==> src/rtl/fixed_divider_pkg.sv <==
// ============================================================================
// Module   : fixed_divider_pkg
// Brief    : Shared state encoding and byte counts for the divider host.
// Revision : 1.0
// ============================================================================
`default_nettype none

package fixed_divider_pkg;

  typedef enum logic [2:0] {
    S_IDLE        = 3'd0,
    S_LOAD_SET    = 3'd1,
    S_LOAD_UNLOCK = 3'd2,
    S_INIT        = 3'd3,
    S_WAIT        = 3'd4,
    S_READ_SEL    = 3'd5,
    S_READ_CAP    = 3'd6,
    S_DONE        = 3'd7
  } state_t;

  localparam int unsigned c_LOAD_BYTES = 8;
  localparam int unsigned c_READ_BYTES = 4;
  localparam int unsigned c_OPERAND_W  = 48;

  localparam logic [2:0] c_LAST_LOAD = 3'(c_LOAD_BYTES - 1);
  localparam logic [1:0] c_LAST_READ = 2'(c_READ_BYTES - 1);

endpackage

`default_nettype wire

==> src/rtl/fixed_divider_byte_mux.sv <==
// ============================================================================
// Module   : fixed_divider_byte_mux
// Brief    : Selects operand byte k from the 48-bit operand, zero-padded to 8 bytes.
// Revision : 1.0
// ============================================================================
`default_nettype none

module fixed_divider_byte_mux
  import fixed_divider_pkg::*;
(
  input  logic [c_OPERAND_W-1:0] i_operand,
  input  logic [2:0]             i_index,
  output logic [7:0]             o_byte
);

  logic [7:0] w_bytes [c_LOAD_BYTES];

  genvar gi;
  generate
    for (gi = 0; gi < int'(c_LOAD_BYTES); gi++) begin : g_byte
      if (gi * 8 < int'(c_OPERAND_W)) begin : g_operand
        assign w_bytes[gi] = i_operand[gi*8 +: 8];
      end else begin : g_pad
        assign w_bytes[gi] = 8'h00;
      end
    end
  endgenerate

  assign o_byte = w_bytes[i_index];

endmodule

`default_nettype wire

==> src/rtl/fixed_divider_host.sv <==
// ============================================================================
// Module   : fixed_divider_host
// Brief    : Sequences one division through a byte-serial divider controller.
// Revision : 1.0
// ============================================================================
`default_nettype none

module fixed_divider_host
  import fixed_divider_pkg::*;
#(
  parameter int unsigned CALC_WAIT = 40
) (
  input  logic        clock,
  input  logic        reset_n,
  input  logic        start,
  input  logic [31:0] num_a,
  input  logic [15:0] num_b,
  output logic        busy,
  output logic        done,
  output logic [31:0] result,
  output logic [7:0]  inA,
  output logic        set,
  output logic        unlock,
  output logic [1:0]  select,
  output logic        init,
  input  logic [7:0]  out
);

  localparam logic [7:0] c_WAIT_LOAD = 8'(CALC_WAIT - 1);

  state_t      r_state;
  state_t      w_next_state;
  logic [31:0] r_num_a;
  logic [15:0] r_num_b;
  logic [2:0]  r_k;
  logic [1:0]  r_j;
  logic [7:0]  r_wait;
  logic [31:0] r_result;
  logic [7:0]  w_byte;

  fixed_divider_byte_mux u_byte_mux (
    .i_operand ({r_num_b, r_num_a}),
    .i_index   (r_k),
    .o_byte    (w_byte)
  );

  always_ff @(posedge clock or negedge reset_n) begin
    if (!reset_n) begin
      r_state <= S_IDLE;
    end else begin
      r_state <= w_next_state;
    end
  end

  always_ff @(posedge clock or negedge reset_n) begin
    if (!reset_n) begin
      r_num_a  <= '0;
      r_num_b  <= '0;
      r_k      <= '0;
      r_j      <= '0;
      r_wait   <= '0;
      r_result <= '0;
    end else begin
      case (r_state)
        S_IDLE: begin
          if (start) begin
            r_num_a <= num_a;
            r_num_b <= num_b;
            r_k     <= '0;
            r_j     <= '0;
          end
        end
        // k wraps 7 -> 0 together with the controller's own load counter
        S_LOAD_UNLOCK: r_k <= r_k + 3'd1;
        S_INIT:        r_wait <= c_WAIT_LOAD;
        S_WAIT: begin
          if (r_wait != 8'd0) begin
            r_wait <= r_wait - 8'd1;
          end
        end
        S_READ_CAP: begin
          r_result[{r_j, 3'b000} +: 8] <= out;
          r_j <= r_j + 2'd1;
        end
        default: ;
      endcase
    end
  end

  always_comb begin
    w_next_state = r_state;
    busy         = 1'b1;
    done         = 1'b0;
    set          = 1'b0;
    unlock       = 1'b0;
    init         = 1'b0;
    select       = 2'd0;
    inA          = 8'h00;
    case (r_state)
      S_IDLE: begin
        busy = 1'b0;
        if (start) begin
          w_next_state = S_LOAD_SET;
        end
      end
      S_LOAD_SET: begin
        set          = 1'b1;
        inA          = w_byte;
        w_next_state = S_LOAD_UNLOCK;
      end
      S_LOAD_UNLOCK: begin
        unlock       = 1'b1;
        inA          = w_byte;
        w_next_state = (r_k == c_LAST_LOAD) ? S_INIT : S_LOAD_SET;
      end
      S_INIT: begin
        init         = 1'b1;
        w_next_state = S_WAIT;
      end
      S_WAIT: begin
        if (r_wait == 8'd0) begin
          w_next_state = S_READ_SEL;
        end
      end
      S_READ_SEL: begin
        select       = r_j;
        w_next_state = S_READ_CAP;
      end
      S_READ_CAP: begin
        select       = r_j;
        w_next_state = (r_j == c_LAST_READ) ? S_DONE : S_READ_SEL;
      end
      S_DONE: begin
        done         = 1'b1;
        w_next_state = S_IDLE;
      end
      default: w_next_state = S_IDLE;
    endcase
  end

  assign result = r_result;

endmodule

`default_nettype wire

==> config.mk <==
export PLATFORM = sky130hd
export DESIGN_NAME = fixed_divider_host
export DESIGN_NICKNAME = d
export VERILOG_FILES = /design/src/rtl/fixed_divider_pkg.sv /design/src/rtl/fixed_divider_byte_mux.sv /design/src/rtl/fixed_divider_host.sv
export SDC_FILE = /design/constraint.sdc
export NUM_CORES = 1
export LEC_CHECK = 0
export ABC_AREA = 1
export CAP_MARGIN = 20
export CORE_MARGIN = 5
export CORE_UTILIZATION = 25
export CTS_CLUSTER_DIAMETER = 40
export DETAILED_ROUTE_END_ITERATION = 10
export GPL_TIMING_DRIVEN = 0
export PLACE_DENSITY = 0.45
export SLEW_MARGIN = 20
export SYNTH_ARGS = -nofsm -noshare
export SYNTH_HDL_FRONTEND = slang
export SYNTH_HIERARCHICAL = 1
export SYNTH_SLANG_ARGS = --single-unit
==> constraint.sdc <==
create_clock -name clock -period 3.86 [get_ports clock]
set_input_delay 0.386 -clock clock [delete_from_list [all_inputs] [get_ports clock]]
set_output_delay 0.386 -clock clock [all_outputs]
set_load 0.02 [all_outputs]
==> flow_metrics.env, run 1 <==
export IMPL_crit_type="register to primary output"
export IMPL_power_density_nw_per_um2=790
export IMPL_vias=4316
export IMPL_period_minus_slack_ps=2800
export IMPL_num_antenna_cells=0
export IMPL_yosys_area_share_simple_pct=32.9
export IMPL_finalSetupViolations=0
export IMPL_antenna_found_initial=0
export IMPL_fmax_ghz=0.357
export IMPL_syn_avg_cell_area_um2=7.65
export IMPL_dieArea_um2=21900
export IMPL_design_core_area_um2=18700
export IMPL_gp_congestion=0.796
export IMPL_ys_seq_area_share_pct=50.5
export IMPL_worstPathBufferInverterCount=4
export IMPL_crit_fanout=10
export IMPL_worst_setup_path_start_kind="register"
export IMPL_grt_pass1_vias=4339
export IMPL_fillCellCount=1955
export IMPL_p_leak_uw=0.00320
export IMPL_wire_per_inst_um=14.3
export IMPL_drc=0
export IMPL_fp_dieW_um=148
export IMPL_cp_cell_sequence="buf_2 > inv_1 > nand3_1 > nand2_1 > nand2_1 > nand2_1 > inv_1 > nor2_1 > clkdlybuf4s50_1"
export IMPL_final_instance_count_excl_fill=978
export IMPL_arrival_ps=2410
export IMPL_numPortBuffers=105
export IMPL_io_pins=106
export IMPL_drtAntennaViolNets=0
export IMPL_cpPeakStageDelay_ps=630
export IMPL_cp_slowest_cell="clkdlybuf4s50_1"
export IMPL_drive_gt1_share_pct=6.45
export IMPL_synth_area_mux_share_pct=0
export IMPL_cts_sinks=96
export IMPL_fin_worst_skew_ps=8.41
export IMPL_worstSkewPairLatency_ps=350
export IMPL_drv_cap=0
export IMPL_place_inst=962
export IMPL_start_util_pct=25.5
export IMPL_slew_headroom_pct=42.5
export IMPL_grt_max_degree=65
export IMPL_cts_resized_gates=0
export IMPL_cts_max_path_buffers=2
export IMPL_syn_area_um2=4760
export IMPL_final_cell_mix="nand2_1, clkdlybuf4s50_1, dfrtp_1, inv_1, nand3_1"
export IMPL_dr_first_iter_drc_count=238
export IMPL_hpwlAfterDp_um=10600
export IMPL_tightest_slew_ps=856
export IMPL_grt_pass1_wl_um=22800
export IMPL_hold_violations=0
export IMPL_crit_family="buffers and inverters"
export IMPL_final_common_cell="nand2_1"
export IMPL_maxSlewViolCount=0
export IMPL_synthAdderAreaFrac_pct=2.10
export IMPL_synth_fp_nets=689
export IMPL_synth_seq_cells=96
export IMPL_synth_cell_type_count=26
export IMPL_hold_class="register to register"
export IMPL_status="completed"
export IMPL_hold_slack_ps=475
export IMPL_synth_top_family_by_area="simple AND/OR/NAND/NOR gates"
export IMPL_clkTransAtPathRegs_ps=60
export IMPL_cts_htree_levels=3
export IMPL_cts_root_buffer="clkbuf_16"
export IMPL_synth_xor_area_share_pct=0.368
export IMPL_cp_end_kind="primary output"
export IMPL_grt_use_total_pct=13.1
export IMPL_finalNetCount=807
export IMPL_viasPerCell=4.41
export IMPL_cts_buffers=9
export IMPL_ir_drop_mv=0.334
export IMPL_die_h_um=148
export IMPL_synth_cells=622
export IMPL_drtPass1Iterations=4
export IMPL_area_delta_synth_final_pct=35.3
export IMPL_num_rows=50
export IMPL_yosys_warnings=6
export IMPL_cp_required_ps=3470
export IMPL_synth_compound_area_share_pct=5.99
export IMPL_path_common_cell="nand2_1"
export IMPL_rsz0062_at_grt="false"
export IMPL_drt_total_wl_um=14000
export IMPL_cts_tree="done"
export IMPL_period_share_pct=72.6
export IMPL_grt_overflow_total=0
## Yosys cell counts (all sizes together)
| library cell | instances | area (um2) |
|---|---|---|
| buf | 15 | 95.1 |
| nand2 | 260 | 981 |
| nor2 | 33 | 136 |
| a22o | 2 | 17.5 |
| dfrtp | 96 | 2400 |
| nor3 | 4 | 31.3 |
| o31ai | 5 | 37.5 |
| o21ai | 34 | 170 |
| nand4 | 11 | 68.8 |
| clkbuf | 9 | 33.8 |
| xor2 | 2 | 17.5 |
| nand3 | 58 | 300 |
| or2 | 8 | 50.0 |
| o211ai | 8 | 60.1 |
| inv | 69 | 259 |
| ha | 8 | 100 |
## power breakdown
| group | internal [uW] | switching (uW) |
|---|---|---|
| logic | 953 | 1500 |
| registers | 1440 | 281 |
| clock network | 519 | 393 |
| total | 2910 | 2180 |
## area by class of cell
cell class / instances / area (um2) / area share [%]
sequential: 96 / 2400 / 37.3
multi-input combinational: 433 / 1970 / 30.6
timing repair buffer: 107 / 1090 / 16.9
tap: 234 / 293 / 4.55
inverter: 69 / 259 / 4.02
clock buffer: 11 / 243 / 3.77
buffer: 24 / 129 / 2.00
clock inverter: 4 / 55.1 / 0.855
## state kept, by name, summed over array words and instances (netlist names)
register / count
r_j: 2
r_k: 3
result: 32
r_state: 3
r_wait: 8
r_num_a: 32
r_num_b: 16
## metal layers
metal  track usage, %  wire length [um]
met5                0                 0
met4             4.16               180
met3             2.64               568
met2             20.5              6560
met1             18.3              6650
## tightest hold or removal path: cells and delay by family, from the launching register on
kind             cells  cell delay (ps)
flip-flops           1              340
AND/OR/NAND/NOR      2              100
## path summary, 6_finish.rpt
check,from,end,slack [ps],cells after the start
setup / recovery,r_k[1],inA[5],1060,9
hold / removal,r_num_b[7],r_num_b[7],480,2
setup reg to reg,r_j[0],result[3],1730,6
hold reg to reg,r_num_b[7],r_num_b[7],480,2
max in group asynchronous,reset_n,r_num_a[27],2740,3
min in group asynchronous,reset_n,result[5],490,2
## repair_timing
item | CTS | global route
setup buffers | 0 | 0
hold endpoints to repair | 32 | 0
hold buffers | 1 | 0
## cell families after synthesis
family | after synthesis
adders and majority gates | 8
and+or+nand+nor | 374
xor gates and xnor gates | 2
DFF | 96
AOI/OAI and AO/OA | 49
buffers and inverters | 93
## metrics by stage
step | area [um2] | utilization, % | power, uW | TNS, ps | setup WS [ps]
CTS | 6440 | 34.4 | 5170 | 0 | 1050
finish | 6440 | 34.4 | 5090 | 0 | 1060
global placement | 6100 | 32.6 | 4190 | -131180 | -1380
global route | 6440 | 34.4 | 5560 | 0 | 843
detailed placement | 6130 | 32.8 | 4220 | 0 | 1450
floorplan | 4760 | - | 3230 | 0 | 2050
(Power assumes the default switching activity.)
==> run 2, diff against run 1 <==
==> constraint.sdc (replaced) <==
create_clock -name clock -period 2.7 [get_ports clock]
set_input_delay 0.27 -clock clock [delete_from_list [all_inputs] [get_ports clock]]
set_output_delay 0.27 -clock clock [all_outputs]
set_load 0.02 [all_outputs]
==> run 2 against run 1 <==
  * Global-route usage did not move
  * Sequential share of layout area fell by 0.11 points
  * First-iteration DRC count is 2.5% higher
  * Non-clock buffer count unchanged
  * Utilization up 0.12 points
  * Clock power increased by 43%
  * Critical endpoint is now inA[4]
  * Largest cell class unchanged
==> flow_metrics.env, run 2 (synthesis results as in run 1) <==
export IMPL_crit_type="register to primary output"
export IMPL_finalSetupViolations=0
export IMPL_area_delta_synth_final_pct=35.8
export IMPL_worst_setup_path_start_kind="register"
export IMPL_cp_end_kind="primary output"
export IMPL_die_h_um=148
export IMPL_drtAntennaViolNets=0
export IMPL_cts_sinks=96
export IMPL_seqPwrFrac_pct=33.8
export IMPL_period_share_pct=93.7
export IMPL_clockPowerShare_pct=17.9
export IMPL_cpPeakStageDelay_ps=610
export IMPL_gp_congestion=0.796
export IMPL_place_inst=962
export IMPL_crit_fanout=10
export IMPL_worstPathBufferInverterCount=3
export IMPL_power_density_nw_per_um2=1130
export IMPL_slew_headroom_pct=42.9
export IMPL_path_common_cell="nand2_1"
export IMPL_reg2reg_from="r_j[0]"
export IMPL_rsz0062_at_grt="false"
export IMPL_grt_pass1_wl_um=22800
export IMPL_fillCellCount=1953
export IMPL_hold_class="input pin to async pin"
export IMPL_grt_pass1_vias=4339
export IMPL_grt_overflow_total=0
export IMPL_drtPass1Iterations=4
export IMPL_finalPower_uw=7290
export IMPL_worstSkewPairLatency_ps=350
export IMPL_cts_max_path_buffers=2
export IMPL_io_pins=106
export IMPL_start_util_pct=25.5
export IMPL_hold_violations=0
export IMPL_p_sw_uw=3120
export IMPL_finalWorstSetupSlack_ps=171
export IMPL_cp_slowest_cell="clkdlybuf4s50_1"
export IMPL_num_antenna_cells=0
export IMPL_antenna_found_initial=0
export IMPL_numPortBuffers=105
export IMPL_tightest_slew_ps=850
export IMPL_cts_buffers=9
export IMPL_cp_required_ps=2430
export IMPL_p_int_uw=4160
export IMPL_grt_max_degree=65
export IMPL_reg2regPathDepth=6
export IMPL_setup_worst_path_end="inA[4]"
export IMPL_cts_tree="done"
export IMPL_ir_drop_mv=0.478
export IMPL_arrival_ps=2260
export IMPL_drt_total_wl_um=14000
export IMPL_p_leak_uw=0.00326
export IMPL_multiInputGateArea_um2=1980
export IMPL_setup_tns_ps=0
export IMPL_fmax_ghz=0.395
export IMPL_r2r_end="result[3]"
export IMPL_p_sw_share_pct=42.9
export IMPL_startpoint="r_k[0]"
export IMPL_dr_first_iter_drc_count=244
export IMPL_grt_use_total_pct=13.1
export IMPL_viasPerCell=4.41
export IMPL_drc=0
export IMPL_design_core_area_um2=18700
export IMPL_drv_cap=0
export IMPL_drive_gt1_share_pct=6.72
export IMPL_fin_area_um2=6460
export IMPL_rrSetupSlack_ps=580
export IMPL_num_rows=50
export IMPL_period_minus_slack_ps=2530
export IMPL_cp_cell_sequence="buf_2 > nand2_1 > nand3_1 > nand2_1 > nand2_1 > nand2_1 > inv_1 > nor2_1 > clkdlybuf4s50_1"
export IMPL_place_area_um2=6130
export IMPL_regArea_um2=2400
export IMPL_pwr_share_comb_pct=48.3
export IMPL_status="completed"
export IMPL_vias=4313
export IMPL_path_depth=9
export IMPL_crit_family="buffers and inverters"
export IMPL_clkTransAtPathRegs_ps=70
export IMPL_fin_worst_skew_ps=6.21
export IMPL_final_common_cell="nand2_1"
export IMPL_final_instance_count_excl_fill=978
export IMPL_final_cell_mix="nand2_1, clkdlybuf4s50_1, dfrtp_1, inv_1, nand3_1"
export IMPL_hpwlAfterDp_um=10600
export IMPL_fp_dieW_um=148
export IMPL_cts_root_buffer="clkbuf_16"
export IMPL_post_place_ws_ps=407
export IMPL_maxSlewViolCount=0
export IMPL_dieArea_um2=21900
export IMPL_wire_per_inst_um=14.3
export IMPL_finalNetCount=807
export IMPL_cts_htree_levels=3
run 2: worst min-delay path by stage:
| stage | start | end | slack (ps) | depth (start not counted) |
|---|---|---|---|---|
| after floorplan | reset_n | r_j[0] | -30 | 0 |
| after global routing | reset_n | result[3] | 400 | 2 |
| after global placement | r_num_b[7] | r_num_b[7] | 460 | 2 |
| after CTS | reset_n | result[5] | 370 | 2 |
| after detailed placement | reset_n | result[5] | 190 | 1 |
| final | reset_n | result[5] | 370 | 2 |
run 2: worst register-to-register path, cell delays in order, from the launching register on:
cell,delay [ps]
dfrtp_1,370
buf_2,210
inv_1,150
ha_1,360
nor3_1,710
nand3_1,170
nand2_1,100
run 2: metal layers:
metal / global-route usage (%) / wire, um / share of wire (%) / up-vias
met2: 20.5 / 6600 / 47 / 74
met3: 2.64 / 498 / 3.6 / 10
met5: 0 / 0 / 0 / -
li1: - / - / - / 2182
met4: 4.16 / 169 / 1.2 / 0
met1: 18.3 / 6710 / 48 / 2047
run 2: cell type report:
cell class,instances,area share (%)
plain buffers,24,2.03
clock buffers,11,3.76
clock inverters,4,0.852
inverters,69,4.07
multi-input cells,433,30.6
flip-flops and latches,96,37.2
well taps,234,4.53
repair buffers,107,17.0
run 2: power by group through the flow:
| stage | logic, uW | registers, uW | clock network, uW |
|---|---|---|---|
| floorplan | 2010 | 2610 | 0 |
| global placement | 3500 | 2490 | 0 |
| detailed placement | 3540 | 2490 | 0 |
| CTS | 3560 | 2470 | 1360 |
| global route | 4000 | 2540 | 1410 |
| finish | 3520 | 2460 | 1310 |
run 2: timing repair:
action,4_1_cts,5_1_grt
setup endpoints to repair,0,8
gates resized for setup,0,8
hold buffers,1,0
setup buffers,0,0
endpoints found under the hold margin,32,0
run 2: stage by stage:
stage          hold WS (ps)  utilization (%)
2_1_floorplan         -25.6                -
3_3_place_gp            458             32.6
3_5_place_dp            188             32.8
4_1_cts                 372             34.4
5_1_grt                 401             34.6
6_report                372             34.6
